==> src/rtl/vx_commit_arbiter.sv <==
// vx_commit_arbiter
// Merges the per-unit commit streams of one issue slot into a single
// registered writeback/commit port.
//
// Requester order: 0=ALU, 1=LSU, 2=FPU, 3=SFU, 4=TCU.
// Requesters are served round-robin. A multi-beat packet (sop..eop) locks the
// arbiter to its requester until the eop beat transfers. The output register
// gives 1-cycle latency at full throughput.
//
// Ports:
//   clk          core clock
//   reset        asynchronous, active-low reset
//   in_valid     per-requester commit valid
//   in_data      per-requester payload, requester i at [i*DATA_W +: DATA_W]
//   in_eop       per-requester last beat of packet
//   in_ready     per-requester accept (combinational, depends on out_ready)
//   out_valid    merged commit valid (registered)
//   out_data     merged payload (registered)
//   out_eop      eop of the registered beat
//   out_sel      index of the requester that produced the registered beat
//   out_ready    downstream accept
//   perf_stalls  cycles with out_valid=1 and out_ready=0
//   perf_grants  beats accepted per requester, requester i at [i*PERF_W +: PERF_W]
//
// Optional feature: define COMMIT_ARB_PERF_EN to build the performance
// counters. When undefined the perf ports stay present but are tied to 0.

module vx_commit_arbiter #(
    parameter int NUM_REQS = 5,
    parameter int DATA_W   = 128,
    parameter int PERF_W   = 32,
    localparam int SEL_W   = (NUM_REQS > 1) ? $clog2(NUM_REQS) : 1
) (
    input  logic                         clk,
    input  logic                         reset,
    input  logic [NUM_REQS-1:0]          in_valid,
    input  logic [NUM_REQS*DATA_W-1:0]   in_data,
    input  logic [NUM_REQS-1:0]          in_eop,
    output logic [NUM_REQS-1:0]          in_ready,
    output logic                         out_valid,
    output logic [DATA_W-1:0]            out_data,
    output logic                         out_eop,
    output logic [SEL_W-1:0]             out_sel,
    input  logic                         out_ready,
    output logic [PERF_W-1:0]            perf_stalls,
    output logic [NUM_REQS*PERF_W-1:0]   perf_grants
);

    logic [NUM_REQS-1:0] eligible;
    logic [NUM_REQS-1:0] req;
    logic [NUM_REQS-1:0] grant;
    logic [SEL_W-1:0]    grant_idx;
    logic [DATA_W-1:0]   grant_data;
    logic                grant_eop;
    logic                any_req;
    logic                load_en;

    logic [SEL_W-1:0]    rr_ptr;
    logic                lock;
    logic [SEL_W-1:0]    lock_idx;

    // While a packet is open only its owner may compete, so beats of
    // different packets can never interleave on the commit port.
    always_comb begin
        eligible = '1;
        if (lock) begin
            eligible           = '0;
            eligible[lock_idx] = 1'b1;
        end
    end

    assign req = in_valid & eligible;

    // Scan from rr_ptr upward with wrap; the first requesting index wins.
    always_comb begin : grant_scan
        int  idx;
        logic found;
        grant      = '0;
        grant_idx  = '0;
        grant_data = '0;
        grant_eop  = 1'b0;
        found      = 1'b0;
        idx        = 0;
        for (int k = 0; k < NUM_REQS; k++) begin
            idx = int'(rr_ptr) + k;
            if (idx >= NUM_REQS) begin
                idx = idx - NUM_REQS;
            end
            if (!found && req[idx]) begin
                found      = 1'b1;
                grant[idx] = 1'b1;
                grant_idx  = SEL_W'(idx);
                grant_data = in_data[idx*DATA_W +: DATA_W];
                grant_eop  = in_eop[idx];
            end
        end
        any_req = found;
    end

    // The output register can take a new beat when it is empty or being
    // drained this cycle, which gives full throughput without a skid buffer.
    assign load_en  = (!out_valid || out_ready) && any_req;
    assign in_ready = load_en ? grant : '0;

    // Output register plus arbitration state. An eop beat releases the lock
    // and moves priority past the winner; a non-eop beat pins the winner.
    always_ff @(posedge clk or negedge reset) begin
        if (!reset) begin
            out_valid <= 1'b0;
            out_data  <= '0;
            out_eop   <= 1'b0;
            out_sel   <= '0;
            rr_ptr    <= '0;
            lock      <= 1'b0;
            lock_idx  <= '0;
        end else begin
            if (load_en) begin
                out_valid <= 1'b1;
                out_data  <= grant_data;
                out_eop   <= grant_eop;
                out_sel   <= grant_idx;
                if (grant_eop) begin
                    lock   <= 1'b0;
                    rr_ptr <= (grant_idx == SEL_W'(NUM_REQS - 1)) ? '0 : grant_idx + 1'b1;
                end else begin
                    lock     <= 1'b1;
                    lock_idx <= grant_idx;
                end
            end else if (out_ready) begin
                out_valid <= 1'b0;
            end
        end
    end

`ifdef COMMIT_ARB_PERF_EN
    logic [PERF_W-1:0] stall_cnt;
    logic [PERF_W-1:0] grant_cnt [NUM_REQS];

    // Stall counter: downstream held off a valid beat this cycle.
    always_ff @(posedge clk or negedge reset) begin
        if (!reset) begin
            stall_cnt <= '0;
        end else if (out_valid && !out_ready) begin
            stall_cnt <= stall_cnt + 1'b1;
        end
    end

    // Per-requester accepted-beat counters.
    always_ff @(posedge clk or negedge reset) begin
        if (!reset) begin
            for (int i = 0; i < NUM_REQS; i++) begin
                grant_cnt[i] <= '0;
            end
        end else begin
            for (int i = 0; i < NUM_REQS; i++) begin
                if (in_valid[i] && in_ready[i]) begin
                    grant_cnt[i] <= grant_cnt[i] + 1'b1;
                end
            end
        end
    end

    assign perf_stalls = stall_cnt;
    for (genvar g = 0; g < NUM_REQS; g++) begin : g_perf
        assign perf_grants[g*PERF_W +: PERF_W] = grant_cnt[g];
    end
`else
    assign perf_stalls = '0;
    assign perf_grants = '0;
`endif

endmodule

==> config.mk <==
export PLATFORM = sky130hd
export DESIGN_NAME = vx_commit_arbiter
export DESIGN_NICKNAME = d
export VERILOG_FILES = /design/src/rtl/vx_commit_arbiter.sv
export SDC_FILE = /design/constraint.sdc
export NUM_CORES = 2
export LEC_CHECK = 0
export ABC_CLOCK_PERIOD_IN_PS = 10400
export CORE_AREA = 5 5 380 382
export DETAILED_ROUTE_END_ITERATION = 16
export DIE_AREA = 0 0 385 387
export PLACE_DENSITY_LB_ADDON = 0.15
export SLEW_MARGIN = 20
export SYNTH_ARGS = -nofsm -noshare
export SYNTH_HDL_FRONTEND = slang
export SYNTH_SLANG_ARGS = --single-unit
==> constraint.sdc <==
create_clock -name clk -period 10.4 [get_ports clk]
set_clock_uncertainty 0.05 [all_clocks]
set_input_delay 3.12 -clock clk [delete_from_list [all_inputs] [get_ports clk]]
set_output_delay 3.12 -clock clk [all_outputs]
set_load 0.02 [all_outputs]
Yosys cells after proc, flatten, opt, wreduce, memory -nomap -nowiden. Cells that the tools add are included.

Bits of input ports: 653. Output and inout port bits: 330. Word-level logic and storage cells: 144. Flip-flop bits (word level): 140.

Shifts and indexed selects: 5. Add/subtract/negate cells: 10. Equality and inequality tests: 1. Mux-type cells: 78. Bitwise gates (word level): 6. Reduce and logical (&&, ||, !) cells: 20. $lt $le $gt $ge: 17.

Operators with widths (number): $shiftx A640 B32 Y128 (5); $mux W128 (5); $ge A32 B1 Y1 const B (5); $lt A32 B5 Y1 const B (5); $mux W32 (5); $mux W1 (39); $mux W5 (7); $bmux W1 S3 (10); $or A5 B5 Y5 (4); $sub A4 B3 Y5 const B (4); $demux W1 S3 (6); $mux W3 (6); $ge A4 B3 Y1 const B (4); $logic_and A1 B1 Y1 (11); $add A3 B2 Y4 const B (2); $and A5 B5 Y5 (1); $logic_not A1 Y1 (5); $add A3 B1 Y4 const B (1); $add A3 B3 Y4 const B (1); $lt A3 B4 Y1 const B (1); $reduce_and A2 Y1 (2); $sub A3 B3 Y4 const B (1); $add A3 B1 Y3 const B (1); $eq A3 B3 Y1 const B (1); other kinds (5) (5).

Depth between registers and ports, before layout.
Word-level depth: 24. Depth in mapped cells: 19. Mapped depth without buffers: 17.

Least setup slack after synthesis. No wires, ideal clock.

Path kind: input -> output. From: in in_valid[3]. To: out in_ready[1]. Data arrival time: 5.749 ns. Stages: 9. Path slack: 1.481 ns. Data required time: 7.230 ns. Path through: a21boi_1 > o31ai_1 > a221oi_1 > nand3_1 > or4_1 > buf_2 > buf_2 > or4_1 > a31oi_1.

Word-level cells in the longest chain between the ends: 19. Elaborated cells on any way between the ends: 40. Those cells by class: mux: 26; bitwise: 5; reduce/logical: 9.

Ends and longest elaborated chain: start, declared (line 36) `input logic [NUM_REQS-1:0] in_valid,`; $and A5 B5 Y5 (*) (line 72) `assign req = in_valid & eligible;`; $bmux W1 S3 (line 89) `if (!found && req[idx]) begin`; $mux W1 (implied by the code) (2 in series) (line 89); $mux W1 (line 89); $logic_not A1 Y1 (line 89); $logic_and A1 B1 Y1 (line 89); $mux W1 (line 89); $logic_not A1 Y1 (line 89); [... 2 more ...]; $logic_not A1 Y1 (line 89); $logic_and A1 B1 Y1 (line 89); $mux W1 (line 89); $logic_not A1 Y1 (line 89); $logic_and A1 B1 Y1 (line 89); $mux W1 (line 89); $logic_and A1 B1 Y1 (line 102) `assign load_en = (!out_valid || out_ready) && any_req;`; $mux W5 (*) (line 103) `assign in_ready = load_en ? grant : '0;`; end, declared (line 39) `output logic [NUM_REQS-1:0] in_ready,`.

Every way passes the cells marked *; elsewhere a longest branch is shown, timed or not. The select of a mux whose other input is x is not followed.

Final worst setup path.
From: in in_valid[4]. To: out in_ready[4].

Same word-level chain as after synthesis.

==> out/results.tsv <==
metric	value	unit
Synth Register Bits	140	
critical path cell sequence	clkdlybuf4s50_1, o21ai_0, o31a_1, a221oi_1, nand3_1, or4_4, o22ai_4, a211oi_1, nor2_1, clkdlybuf4s50_1	
vias in the first global route	37180	
slew margin rel.	22.92	%
first-pass GRT wire length	285500	um
maximum root-to-sink buffer count	2	
FMAX	0.09976	GHz
routed length per placed instance	32.90	um
Die Y-Extent	387	um
DRC	0	
crit share post-route	96.39	%
Synth Flop Type	dfrtp_1	
final net count	4885	
CTS buffer count	17	
DRT Pass-1 Iters	6	
initial antenna violation count	92	
Mean Syn Cell Area	8.734	um^2
most frequent CP cell	clkdlybuf4s50_1	
largest net degree at the start of global routing	149	
Setup crit end kind	primary output	
CTS hold repair buffers	0	
vias per inst	6.107	
WP data required	7.23	ns
hpwl dp	128500	um
Core Area	140700	um^2
Top Ports	983	
Slew Limit Fails	0	
register area share after synthesis	10.64	%
Post CTS Setup Buffer Count	0	
GRT Residual Overflow	0	
WL final	204000	um
# setup viols final	0	
Detail Route Antenna Nets	0	
TNS Setup	0	ns
Hold Vio Cnt, Final	0	
Buffers on Ports	790	
Max H-tree Level	4	
CP max stage delay	0.80	ns
min-delay worst type	flip-flop to flip-flop	
status	completed	
1st-iter DRT viols	4303	
Synth Warn #	0	
Max-Cap Viols	0	
Mapped Area	32930	um^2
RePlAce Congestion	0.8643	
share of cells above drive strength 1	16.71	%
initial core utilization	23.40	%
Die Span X	385	um
Total GRT Usage	26.13	%
# clock sinks	140	
Buffers & Inverters on Critical Path	2	
Max FO, Critical Path	5	
Mapped Cells	3770	
Worst-Skew Late Latency	0.56	ns
CP Class	input port to primary output	
Final min period	10.02	ns
CTS tree	yes	
ys async rst share	100.0	%
clock slew at reported path FFs	0.06	ns
Die ar.	149000	um^2
# rows	138	
top cell family by delay on the critical path	buffers and inverters	
Area growth syn-to-layout	29.36	%
RSZ-0062 raised after global routing	no	
number of enable flip-flop cells after synthesis	0	
crit path DAT	6.85	ns
root buf cell	clkbuf_16	
synth unique cells	83	
slowest CP cell	clkdlybuf4s50_1	
Vias	37870	
worst slew pin tran	1.156	ns
startpoint types	input port	
[worst register-to-register path, stage by stage (launching register included)]
cell	delay, ns
dfrtp_4	0.84
clkinv_1	0.51
ha_1	0.75
nand2b_1	0.45
o31ai_1	0.80
nor3_1	0.18
a2111oi_4	0.51
o21ai_2	0.20
or4_4	0.65
o2bb2ai_4	0.73
buf_4	0.77
a22oi_1	0.23
a21oi_1	0.20
[cells in the final DEF, fill, tap and decap left out, types with 6 or more instances in the layout]
| master | n |
|---|---|
| a211oi_1 | 124 |
| buf_12 | 10 |
| a32oi_1 | 41 |
| nand3_1 | 183 |
| a311o_1 | 6 |
| dfrtp_1 | 139 |
| a2111oi_0 | 11 |
| and2_1 | 41 |
| a22o_1 | 7 |
| nor2_4 | 6 |
| nor3_1 | 58 |
| a31oi_1 | 22 |
| nor4_1 | 7 |
| o22ai_1 | 86 |
| inv_1 | 71 |
| clkbuf_16 | 17 |
| o31ai_1 | 6 |
| a22oi_1 | 416 |
| clkdlybuf4s50_1 | 785 |
| conb_1 | 192 |
| a221oi_1 | 9 |
| nor2_1 | 220 |
| diode_2 | 81 |
| nand2_1 | 479 |
| o21ai_0 | 140 |
| o211ai_1 | 72 |
| a221o_1 | 8 |
| nand2b_1 | 10 |
| buf_4 | 87 |
| a311oi_1 | 121 |
| ha_1 | 14 |
| a21oi_1 | 118 |
| mux4_2 | 514 |
| mux2i_1 | 14 |
| and3_1 | 72 |
[what timing repair did]
action | 4_1_cts | 5_1_grt
hold endpoints to repair | 0 | 0
resized for setup | 0 | 1
endpoints found under the setup margin | 0 | 1
[final timing paths]
check	startpoint	to	slack (ns)	cells past startpoint
min reg2reg	out_data[70]	out_data[70]	0.43	2
max reg2reg	rr_ptr[0]	out_data[18]	3.47	12
max	in_valid[4]	in_ready[4]	0.38	10
min	out_data[70]	out_data[70]	0.43	2
max in group asynchronous	reset	out_data[67]	6.39	2
min in group asynchronous	reset	out_data[101]	2.58	1
[per-stage QoR]
stage	instances	worst slack (ns)	hold WS, ns	utilization [%]	area [um^2]
2_1_floorplan	3961	1.481	0.5042	-	33640
3_3_place_gp	6088	0.3439	0.4141	29.72	41820
3_5_place_dp	6088	0.3240	0.4202	29.72	41820
4_1_cts	6120	0.2830	0.4360	30.12	42380
5_1_grt	6191	0.005762	0.4561	30.25	42570
6_report	6201	0.3759	0.4328	30.27	42590
[cells by family after synthesis]
logic type | after synthesis | share of synthesized area [%]
xor+xnor | 8 | 0.3154
flops | 140 | 10.64
other cells | 1 | 0.01139
buf+inv | 719 | 10.59
simple gates | 1110 | 14.93
compound gates | 1239 | 27.00
fa+ha+maj | 15 | 0.5928
mux | 538 | 35.92
[routing by layer]
metal	routed length, um	track usage (%)	share of wire [%]
met3	16800	5.576	8.2
met1	81120	33.43	40
met2	98020	41.90	48
met4	8003	12.58	3.9
met5	53	0	0.026
[sequential cells by signal, summed over array words and instances (netlist names)]
name,cells
lock,1
lock_idx,3
out_data,128
out_eop,1
out_sel,3
out_valid,1
rr_ptr,3
[cells in the mapped netlist, types with 5 or more instances]
cell       count  area [um^2]
a311oi_1     121         1060
buf_1         48        180.2
o31ai_1        6        45.04
a32oi_1       41        359.1
a22o_1         8        70.07
o21a_1         6        45.04
inv_1         71        266.5
buf_2         40        200.2
clkbuf_1     363         1363
a311o_1        6        60.06
nand4_1        5        31.28
and3_1        72        450.4
a31oi_1       23        143.9
mux2i_1       18        180.2
nand3_1      183        915.9
a221oi_1       9        78.83
nand2b_1      11        68.82
nor4_1         7        43.79
a211oi_1     124        930.9
a22oi_1      416         3123
a21o_1         5        37.54
nor3_1        60        300.3
o211ai_1      72        540.5
o21ai_0      140        700.7
a21oi_1      120        600.6
dfrtp_1      140         3503
buf_4        195         1464
and2_1        41        256.5
nor2_1       227        852.1
ha_1          14        175.2
nand2_1      480         1802
o22ai_1       86        538.0
a2111oi_0     11        96.34
mux4_2       514        11580
mux2_2         5        56.30
a221o_1        8        80.08
[final cells by class]
cell class / instances / area [um^2]
fill: 14780 / 98130
multi-input combinational: 3102 / 26950
timing repair buffer: 884 / 8736
sequential: 140 / 3507
tap: 1890 / 2365
clock buffer: 22 / 474.2
inverter: 72 / 270.3
antenna: 81 / 202.7
clock inverter: 10 / 90.09
Power is left out: the tool's default activity adds up to more than one toggle a clock period on the data nets, which glitch-free logic cannot reach.
